### src/rtl/wdog_pkg.sv
// Shared definitions for the multi-channel watchdog: kick-interval status
// classes and the channel-index width helper.
package wdog_pkg;

    typedef enum logic [2:0] {
        WDOG_ST_NONE = 3'd0,
        WDOG_ST_Q1   = 3'd1,
        WDOG_ST_Q2   = 3'd2,
        WDOG_ST_Q3   = 3'd3,
        WDOG_ST_OK   = 3'd4,
        WDOG_ST_LATE = 3'd5
    } wdog_st_e;

    // Width of a channel index; a single channel still gets one select bit.
    function automatic int unsigned ch_idx_w(input int unsigned n);
        return (n > 1) ? $clog2(n) : 1;
    endfunction

endpackage

### src/rtl/wdog_channel.sv
// One watchdog channel: period register, saturating tick counter, sticky
// timeout flag, kick-interval classifier and optional max-interval tracker.
// Optional feature macro: WDOG_MAX_INTERVAL_EN.
module wdog_channel
    import wdog_pkg::*;
#(
    parameter int unsigned CNT_WIDTH = 16
) (
    input  logic                 sysclk,
    input  logic                 reset,
    input  logic                 tick,
    input  logic                 wr,
    input  logic [CNT_WIDTH-1:0] wdata,
    input  logic                 kick,
    input  logic                 clear,
    output logic                 timeout,
    output logic [2:0]           status,
    output logic [CNT_WIDTH-1:0] max_interval
);

    logic [CNT_WIDTH-1:0] period;
    logic [CNT_WIDTH-1:0] cnt;
    wdog_st_e             status_q;
    logic                 enabled;
    logic                 expire;
    logic [CNT_WIDTH:0]   cnt_inc;
    wdog_st_e             klass;
    logic [CNT_WIDTH+1:0] i1, i4, p1, p2, p3;

    assign status = status_q;

    // Expiry detect and interval classification, widened so 4*I and 3*P cannot overflow.
    always_comb begin
        enabled = (period != '0);
        cnt_inc = {1'b0, cnt} + (CNT_WIDTH+1)'(1);
        expire  = enabled && tick && !kick && !clear && !wr && (cnt_inc >= {1'b0, period});
        i1 = {2'b00, cnt};
        i4 = {cnt, 2'b00};
        p1 = {2'b00, period};
        p2 = {1'b0, period, 1'b0};
        p3 = p2 + p1;
        if (i4 < p1)      klass = WDOG_ST_Q1;
        else if (i4 < p2) klass = WDOG_ST_Q2;
        else if (i4 < p3) klass = WDOG_ST_Q3;
        else if (i1 < p1) klass = WDOG_ST_OK;
        else              klass = WDOG_ST_LATE;
    end

    // Period, counter, status and sticky flag; write beats kick, clear beats expiry.
    always_ff @(posedge sysclk) begin
        if (reset) begin
            period   <= '0;
            cnt      <= '0;
            status_q <= WDOG_ST_NONE;
            timeout  <= 1'b0;
        end else begin
            if (clear)       timeout <= 1'b0;
            else if (expire) timeout <= 1'b1;

            if (wr) begin
                period   <= wdata;
                cnt      <= '0;
                status_q <= WDOG_ST_NONE;
            end else if (!enabled) begin
                cnt <= '0;
            end else begin
                if (kick) status_q <= klass;
                if (clear || kick)
                    cnt <= '0;
                else if (tick && (cnt != '1))
                    cnt <= cnt + CNT_WIDTH'(1);
            end
        end
    end

`ifdef WDOG_MAX_INTERVAL_EN
    logic [CNT_WIDTH-1:0] max_q;

    // Largest interval captured by a kick since reset, write or clear.
    always_ff @(posedge sysclk) begin
        if (reset || wr || clear)
            max_q <= '0;
        else if (enabled && kick && (cnt > max_q))
            max_q <= cnt;
    end

    assign max_interval = max_q;
`else
    assign max_interval = '0;
`endif

endmodule

### src/rtl/wdog_multi.sv
// Multi-channel watchdog top: shared tick prescaler, period-write decode and
// one wdog_channel per QLA. Optional feature macro: WDOG_MAX_INTERVAL_EN.
module wdog_multi
    import wdog_pkg::*;
#(
    parameter  int unsigned NUM_CH    = 2,
    parameter  int unsigned CNT_WIDTH = 16,
    parameter  int unsigned PRESCALE  = 256,
    localparam int unsigned CH_W      = ch_idx_w(NUM_CH)
) (
    input  logic                          sysclk,
    input  logic                          reset,
    input  logic                          per_wen,
    input  logic [CH_W-1:0]               per_ch,
    input  logic [CNT_WIDTH-1:0]          per_wdata,
    input  logic [NUM_CH-1:0]             kick,
    input  logic [NUM_CH-1:0]             wdog_clear,
    output logic [NUM_CH-1:0]             wdog_timeout,
    output logic [3*NUM_CH-1:0]           wdog_period_status,
    output logic                          any_timeout,
    output logic [CNT_WIDTH*NUM_CH-1:0]   max_interval
);

    localparam int unsigned PW = $clog2(PRESCALE);

    logic [PW-1:0] presc;
    logic          tick;
    logic          per_ch_ok;

    assign per_ch_ok = ({1'b0, per_ch} < (CH_W+1)'(NUM_CH));

    // Prescaler; tick is registered so it is high on the cycle the count reads 0 after a wrap.
    always_ff @(posedge sysclk) begin
        if (reset) begin
            presc <= '0;
            tick  <= 1'b0;
        end else if (presc == PW'(PRESCALE-1)) begin
            presc <= '0;
            tick  <= 1'b1;
        end else begin
            presc <= presc + PW'(1);
            tick  <= 1'b0;
        end
    end

    // Summary flag trails the per-channel flags by one cycle.
    always_ff @(posedge sysclk) begin
        if (reset) any_timeout <= 1'b0;
        else       any_timeout <= |wdog_timeout;
    end

    for (genvar i = 0; i < NUM_CH; i++) begin : g_ch
        wdog_channel #(.CNT_WIDTH(CNT_WIDTH)) u_ch (
            .sysclk       (sysclk),
            .reset        (reset),
            .tick         (tick),
            .wr           (per_wen && per_ch_ok && (per_ch == CH_W'(i))),
            .wdata        (per_wdata),
            .kick         (kick[i]),
            .clear        (wdog_clear[i]),
            .timeout      (wdog_timeout[i]),
            .status       (wdog_period_status[3*i +: 3]),
            .max_interval (max_interval[CNT_WIDTH*i +: CNT_WIDTH])
        );
    end

endmodule
### config.mk
export PLATFORM = sky130hd
export DESIGN_NAME = wdog_multi
export DESIGN_NICKNAME = d
export VERILOG_FILES = /design/src/rtl/wdog_pkg.sv /design/src/rtl/wdog_channel.sv /design/src/rtl/wdog_multi.sv
export SDC_FILE = /design/constraint.sdc
export NUM_CORES = 1
export LEC_CHECK = 0
export ABC_AREA = 1
export BUFFER_PORTS_ARGS = -buffer_cell sky130_fd_sc_hd__buf_2
export CAP_MARGIN = 30
export CORE_UTILIZATION = 50
export DETAILED_ROUTE_END_ITERATION = 10
export PLACE_DENSITY = 0.68
export SLEW_MARGIN = 20
export SYNTH_ARGS = -nofsm -noshare
export SYNTH_HDL_FRONTEND = slang
export SYNTH_SLANG_ARGS = --single-unit
### constraint.sdc
create_clock -name sysclk -period 7 [get_ports sysclk]
set_input_delay 0.7 -clock sysclk [delete_from_list [all_inputs] [get_ports sysclk]]
set_output_delay 0.7 -clock sysclk [all_outputs]
set_load 0.005 [all_outputs]
==> results.sh, run 1 <==
export IMPL_slew_headroom_pct=44.8
export IMPL_overflow=0
export IMPL_irDropWorstVdd_mv=0.170
export IMPL_n_fill_cell=1700
export IMPL_rsz0062_at_grt="false"
export IMPL_synth_seq_cells=82
export IMPL_grt_pass1_wl_um=35400
export IMPL_fin_skew_ns=0.00716
export IMPL_pwr_share_comb_pct=23.0
export IMPL_fin_tns_setup_ns=0
export IMPL_ys_seq_area_share_pct=18.4
export IMPL_synthTopCellsByArea="ha_1, dfxtp_1, a21oi_1, nand2_1, inv_1"
export IMPL_cp_slowest_stage_delay_ns=0.41
export IMPL_synth_most_common_cell="ha_1"
export IMPL_row_count=48
export IMPL_yosysWarnings=0
export IMPL_power_frac_seq_pct=37.0
export IMPL_cap_violations=0
export IMPL_synth_cell_types=43
export IMPL_multiInputGateArea_um2=6460
export IMPL_portBuffers=32
export IMPL_crit_type="flop to flop"
export IMPL_insertion_delay_ns=0.36
export IMPL_synth_top_cell_area_share_pct=28.5
export IMPL_final_area_um2=9470
export IMPL_netlist_instances=1214
export IMPL_via_count=7833
export IMPL_crit_path_end_kind="flop"
export IMPL_critPathSlowestCell="dfxtp_1"
export IMPL_syn_area_um2=8900
export IMPL_chipWidth_um=135
export IMPL_synth_edf_count=0
export IMPL_hold_ws_ns=0.454
export IMPL_cts_max_level=3
export IMPL_tightest_slew_ns=0.827
export IMPL_drive_gt1_share_pct=6.51
export IMPL_slew_violations=0
export IMPL_first_global_vias=7163
export IMPL_synthArstFlopShare_pct=0
export IMPL_start_util_pct=51.3
export IMPL_clk_pin_slew_ns=0.07
export IMPL_path_common_cell="nand3_1"
export IMPL_status="completed"
export IMPL_antenna_found_initial=0
export IMPL_fp_dieH_um=135
export IMPL_synth_area_leader_cell="ha_1"
export IMPL_leakage_nw=4.85
export IMPL_clock_fmax_ghz=0.300
export IMPL_ys_flop_type="dfxtp_1"
export IMPL_drc=0
export IMPL_swShare_pct=31.8
export IMPL_nNetsFinal=1469
export IMPL_power_density_nw_per_um2=142
export IMPL_ios=65
export IMPL_place_area_um2=9140
export IMPL_fin_total_pwr_mw=1.34
export IMPL_r2r_cells=20
export IMPL_totalWireLength_um=21000
export IMPL_synth_common_cells="ha_1, nand2_1, a21oi_1, inv_1, o21ai_0"
export IMPL_critPathRequiredTime_ns=7.25
export IMPL_wl_per_cell_um=14.3
export IMPL_crit_chain="inv_1 -> ha_1 -> nand3_1 -> nand3_1 -> a21oi_1 -> o21ai_1 -> nor2_1 -> o21ai_1 -> xor2_1 -> ha_1 -> nand2_1 -> inv_1 -> nand3_1 -> or2_2 -> inv_1 -> nand4_1 -> nand3_1 -> nand2_1 -> nand2_1 -> a21oi_1"
export IMPL_antenna_left=0
export IMPL_switchingPower_mw=0.426
export IMPL_clkSinkCount=82
export IMPL_cp_max_fo=6
export IMPL_ctsHoldBuffers=0
export IMPL_grt_max_degree=35
export IMPL_first_pass_iters=5
export IMPL_cts_root_buf="clkbuf_16"
export IMPL_dpl_hpwl_um=17000
export IMPL_postCtsSetupBuffers=0
export IMPL_arrival_ns=3.58
export IMPL_p_int_mw=0.916
export IMPL_cts_tree="built"
export IMPL_min_period_ns=3.33
export IMPL_crit_path_start_kind="flop"
export IMPL_via_per_inst=5.32
export IMPL_min_path_type="flop to flop"
export IMPL_postCtsResizedCells=0
export IMPL_numCtsBuffers=9
export IMPL_seqCellArea_um2=1640
export IMPL_core_area_um2=17400
export IMPL_gp_congestion=0.854
export IMPL_holdPathStages=1
export IMPL_grtUsageTotal_pct=24.2
export IMPL_drtIter0Drc=409
export IMPL_p_clk_share_pct=39.9
export IMPL_clockBufferDepth=2
export IMPL_area_delta_synth_final_pct=6.31
export IMPL_hold_viol=0
export IMPL_dieArea_um2=18300
export IMPL_fin_crit_sh_pct=47.6
export IMPL_avgSynthCellArea_um2=7.33
export IMPL_setup_viol=0
==> registers in the layout, summed over array words and instances (netlist names) <==
register           flops
g_ch.u_ch.timeout      2
any_timeout            1
g_ch.u_ch.status       6
g_ch.u_ch.period      32
presc                  8
g_ch.u_ch.cnt         32
tick                   1
==> placed cells by master, fill, tap and decap left out, types with 39 or more instances in the layout <==
cell     netlist  routed
a21oi_1      158     158
dfxtp_1       82      82
ha_1         203     203
inv_1        149     149
nand2_1      169     169
nand3_1       39      39
nor2_1        82      82
o21ai_0      103     103
xor2_1        39      39
==> worst max-delay path: cells and delay by family (launching register included) <==
kind | cells | cell delay, ns
DFF | 1 | 0.41
and+or+nand+nor | 10 | 1.11
adders and majority gates | 2 | 0.67
AOI/OAI and AO/OA | 4 | 0.61
xor gates and xnor gates | 1 | 0.14
buffers and inverters | 3 | 0.27
==> power groups by stage <==
stage                     registers, mW  logic (mW)  clock network, mW
final                             0.497       0.309              0.536
after floorplan                   0.505       0.237                  0
after detailed placement          0.508       0.305                  0
after CTS                         0.498       0.307              0.543
after global placement            0.508       0.299                  0
after global routing              0.500       0.358              0.559
==> metrics by stage <==
step	utilization (%)	worst slack, ns	instances
2_1_floorplan	-	4.11	1245
6_report	54.5	3.67	1471
3_5_place_dp	52.6	3.70	1454
3_3_place_gp	52.5	3.76	1453
4_1_cts	54.5	3.68	1470
5_1_grt	54.5	3.35	1470
==> worst paths after layout <==
path / slack (ns) / start / endpoint
setup / recovery: 3.67 / g_ch[1].u_ch.period[2] / g_ch[1].u_ch.status[0]
hold / removal: 0.45 / presc[0] / presc[0]
setup reg to reg: 3.67 / g_ch[1].u_ch.period[2] / g_ch[1].u_ch.status[0]
hold reg to reg: 0.45 / presc[0] / presc[0]
==> cell type report <==
type | count | area share, %
antenna | 1 | 0.0264
timing repair buffer | 33 | 1.85
inverter | 152 | 6.05
multi-input combinational | 962 | 68.3
tap | 225 | 2.97
clock buffer | 10 | 2.52
clock inverter | 6 | 0.939
sequential | 82 | 17.3
==> logic make-up (layout without fill, tap and decap cells) <==
kind of cell | Yosys count | count (layout) | share of synthesized area (%)
and+or+nand+nor | 370 | 370 | 19.1
other | 1 | 33 | 0.0421
DFF | 82 | 82 | 18.4
xor gates and xnor gates | 54 | 54 | 5.40
AOI/OAI and AO/OA | 301 | 301 | 17.8
buffers and inverters | 201 | 201 | 10.3
adders and majority gates | 205 | 205 | 29.0
==> metal layers <==
metal | wire, µm | vias to the layer above | track usage [%]
met5 | 0 | - | 0
met4 | 208 | 0 | 5.43
met3 | 930 | 18 | 3.67
met2 | 8550 | 175 | 37.1
met1 | 11300 | 3499 | 35.4
li1 | - | 4141 | -
Note: power is estimated with default switching activity, not from simulation.
==> run 2: changes to the inputs <==
ABC_AREA = 0   (was 1)
PLACE_DENSITY = 0.71   (was 0.68)
clock period = 2.8 ns   (was 7 ns; I/O delays follow)
==> run 2 against run 1 <==
Compared with the run above: the flow now finishes with violations (setup timing); critical path type unchanged; largest cell class unchanged; combinational power rose to 2.6 times the previous value; critical endpoint is now g_ch[0].u_ch.status[2]; clock-buffer cell count did not move; global-route usage rose by 2.4 points.
==> results.sh, run 2 <==
export IMPL_status="finished with violations"
export IMPL_violations="setup timing"
export IMPL_ys_flop_type="dfxtp_1"
export IMPL_power_frac_seq_pct=38.7
export IMPL_cp_slowest_stage_delay_ns=0.38
export IMPL_fp_dieH_um=136
export IMPL_fin_crit_sh_pct=120
export IMPL_critPathRequiredTime_ns=3.04
export IMPL_p_clk_share_pct=35.5
export IMPL_multiInputGateArea_um2=7190
export IMPL_crit_chain="inv_4 -> ha_4 -> a21oi_4 -> a21boi_2 -> o31a_1 -> o211ai_4 -> a21o_1 -> a311oi_2 -> ha_2 -> a21o_1 -> a211o_1 -> a2111oi_2 -> a31oi_1 -> a21boi_2 -> a31o_2"
export IMPL_ctsHoldBuffers=0
export IMPL_cp_depth=15
export IMPL_place_area_um2=10400
export IMPL_avgSynthCellArea_um2=8.09
export IMPL_rsz0062_at_grt="true"
export IMPL_cp_num_buf_inv=1
export IMPL_holdPathStages=3
export IMPL_seqCellArea_um2=1660
export IMPL_ys_seq_area_share_pct=18.4
export IMPL_dieArea_um2=18400
export IMPL_tightest_slew_ns=0.691
export IMPL_via_per_inst=5.65
export IMPL_via_count=8592
export IMPL_fin_ws_ns=-0.554
export IMPL_p_int_mw=2.16
export IMPL_layout_commonest_cell="ha_1"
export IMPL_cap_violations=0
export IMPL_totalWireLength_um=24400
export IMPL_fin_tns_setup_ns=-2.87
export IMPL_synth_most_common_cell="ha_1"
export IMPL_switchingPower_mw=0.996
export IMPL_crit_family="compound AO/OA/AOI/OAI gates"
export IMPL_crit_path_start_kind="flop"
export IMPL_slew_headroom_pct=53.7
export IMPL_swShare_pct=31.6
export IMPL_drtIter0Drc=464
export IMPL_leakage_nw=5.19
export IMPL_layout_common_cells="ha_1, buf_4, nand2_1"
export IMPL_r2r_cells=15
export IMPL_diodes=0
export IMPL_synth_top_cell_area_share_pct=28.5
export IMPL_wl_per_cell_um=16.1
export IMPL_crit_path_end_kind="flop"
export IMPL_slew_violations=0
export IMPL_top_regs="g_ch.u_ch.cnt (32), g_ch.u_ch.period (32), presc (8)"
export IMPL_cp_max_fo=4
export IMPL_synth_common_cells="ha_1, nand2_1, a21oi_1, nor2_1, dfxtp_1"
export IMPL_irDropWorstVdd_mv=0.311
export IMPL_dp_cells=1493
export IMPL_cts_root_buf="clkbuf_16"
export IMPL_nNetsFinal=1521
export IMPL_cts_max_level=3
export IMPL_fin_skew_ns=0.00894
export IMPL_clockBufferDepth=2
export IMPL_synth_area_leader_cell="ha_1"
export IMPL_arrival_ns=3.60
export IMPL_drive_gt1_share_pct=23.5
export IMPL_synthTopCellsByArea="ha_1, dfxtp_1, nand2_1, a21oi_1, xnor2_1"
export IMPL_power_density_nw_per_um2=286
export IMPL_row_count=48
export IMPL_min_path_type="input pin to flop"
export IMPL_synth_seq_cells=82
export IMPL_grt_max_degree=20
export IMPL_chipWidth_um=136
export IMPL_antenna_left=0
export IMPL_antenna_found_initial=0
export IMPL_syn_area_um2=8920
export IMPL_dpl_hpwl_um=19000
export IMPL_clkSinkCount=82
export IMPL_fin_cells=1522
export IMPL_grt_pass1_wl_um=38900
export IMPL_synth_cell_types=68
export IMPL_yosysWarnings=0
export IMPL_numCtsBuffers=9
export IMPL_portBuffers=32
export IMPL_netlist_instances=1103
export IMPL_clk_pin_slew_ns=0.07
export IMPL_setup_viol=6
export IMPL_insertion_delay_ns=0.35
export IMPL_start_util_pct=51.4
export IMPL_min_period_ns=3.35
export IMPL_final_area_um2=11000
export IMPL_synth_edf_count=0
export IMPL_overflow=0
export IMPL_n_fill_cell=1465
export IMPL_synthArstFlopShare_pct=0
export IMPL_core_area_um2=17400
export IMPL_cts_tree="built"
export IMPL_clock_fmax_ghz=0.298
export IMPL_pwr_share_comb_pct=25.8
export IMPL_first_global_vias=7973
export IMPL_first_pass_iters=5
export IMPL_critPathSlowestCell="dfxtp_4"
export IMPL_gp_congestion=0.895
export IMPL_hold_viol=0
export IMPL_crit_type="flop to flop"
export IMPL_fin_total_pwr_mw=3.15
export IMPL_drc=0
export IMPL_area_delta_synth_final_pct=23.5
export IMPL_grtUsageTotal_pct=26.6
export IMPL_ios=65
==> run 2: cell count changes after synthesis, moves of 7 or more <==
cell and delta:
a21oi_1 -57, inv_1 -103, nand2_1 -28, a21o_1 +28, nor2b_1 +8, nor2_1 +7, xnor2_1 +38, or3_1 +10
xor2_1 -13, o21ai_0 -65, nand2b_1 +7
==> run 2: worst min-delay path: cells and delay by family <==
| family | cells | cell delay (ns) |
|---|---|---|
| buffers and inverters | 1 | 0.11 |
| AOI/OAI and AO/OA | 1 | 0.05 |
| and+or+nand+nor | 1 | 0.05 |
==> run 2: per-layer routing <==
metal / GRT usage [%] / part of all wire [%] / up-vias / wire [µm]
li1: - / - / 4298 / -
met1: 37.2 / 48 / 4038 / 11700
met2: 42.2 / 45 / 218 / 11100
met3: 2.77 / 4.7 / 38 / 1140
met4: 8.93 / 2.1 / 0 / 512
met5: 0 / 0 / - / 0
==> run 2: kinds of logic (layout without fill, tap and decap cells) <==
family | after synthesis | in the layout | synth area share [%]
buf+inv | 102 | 265 | 6.00
xor+xnor | 78 | 78 | 7.66
flops | 82 | 82 | 18.4
simple gates | 372 | 372 | 20.0
fa+ha+maj | 205 | 205 | 28.9
compound gates | 263 | 263 | 19.0
other cells | 1 | 32 | 0.0420
==> run 2: repair_timing <==
item | in CTS | in global routing
hold endpoints to repair | 0 | 0
resized for setup | 25 | 41
buffers inserted | 7 | 8
setup endpoints to repair | 6 | 8
pin swaps | 31 | 37
==> run 2: final timing paths <==
path | start | to | slack [ns]
setup / recovery | g_ch[0].u_ch.period[3] | g_ch[0].u_ch.status[2] | -0.55
hold / removal | per_wdata[6] | g_ch[0].u_ch.period[6] | 0.18
setup reg to reg | g_ch[0].u_ch.period[3] | g_ch[0].u_ch.status[2] | -0.55
hold reg to reg | g_ch[1].u_ch.status[2] | g_ch[1].u_ch.status[2] | 0.46
==> run 2: through the flow <==
step / hold slack (ns) / util [%] / setup slack (ns)
floorplan: 0.406 / - / -0.362
global placement: 0.441 / 59.8 / -0.457
detailed placement: 0.451 / 59.8 / -0.623
CTS: 0.173 / 62.2 / -0.548
global route: 0.190 / 63.5 / -0.702
finish: 0.179 / 63.5 / -0.554
==> run 2: cell type report <==
cell class / count / share of cell area (%)
Tap cell: 225 / 2.55
Clock buffer: 10 / 2.08
Timing Repair Buffer: 203 / 13.2
Multi-Input combinational cell: 950 / 65.2
Sequential cell: 82 / 15.1
Inverter: 46 / 1.61
Clock inverter: 6 / 0.318
==> run 2: power groups by stage <==
stage	clock [mW]	sequential [mW]	combinational (mW)
after global placement	0	1.25	0.722
after CTS	1.15	1.22	0.768
after floorplan	0	1.25	0.470
after global routing	1.19	1.22	0.898
after detailed placement	0	1.25	0.740
final	1.12	1.22	0.815
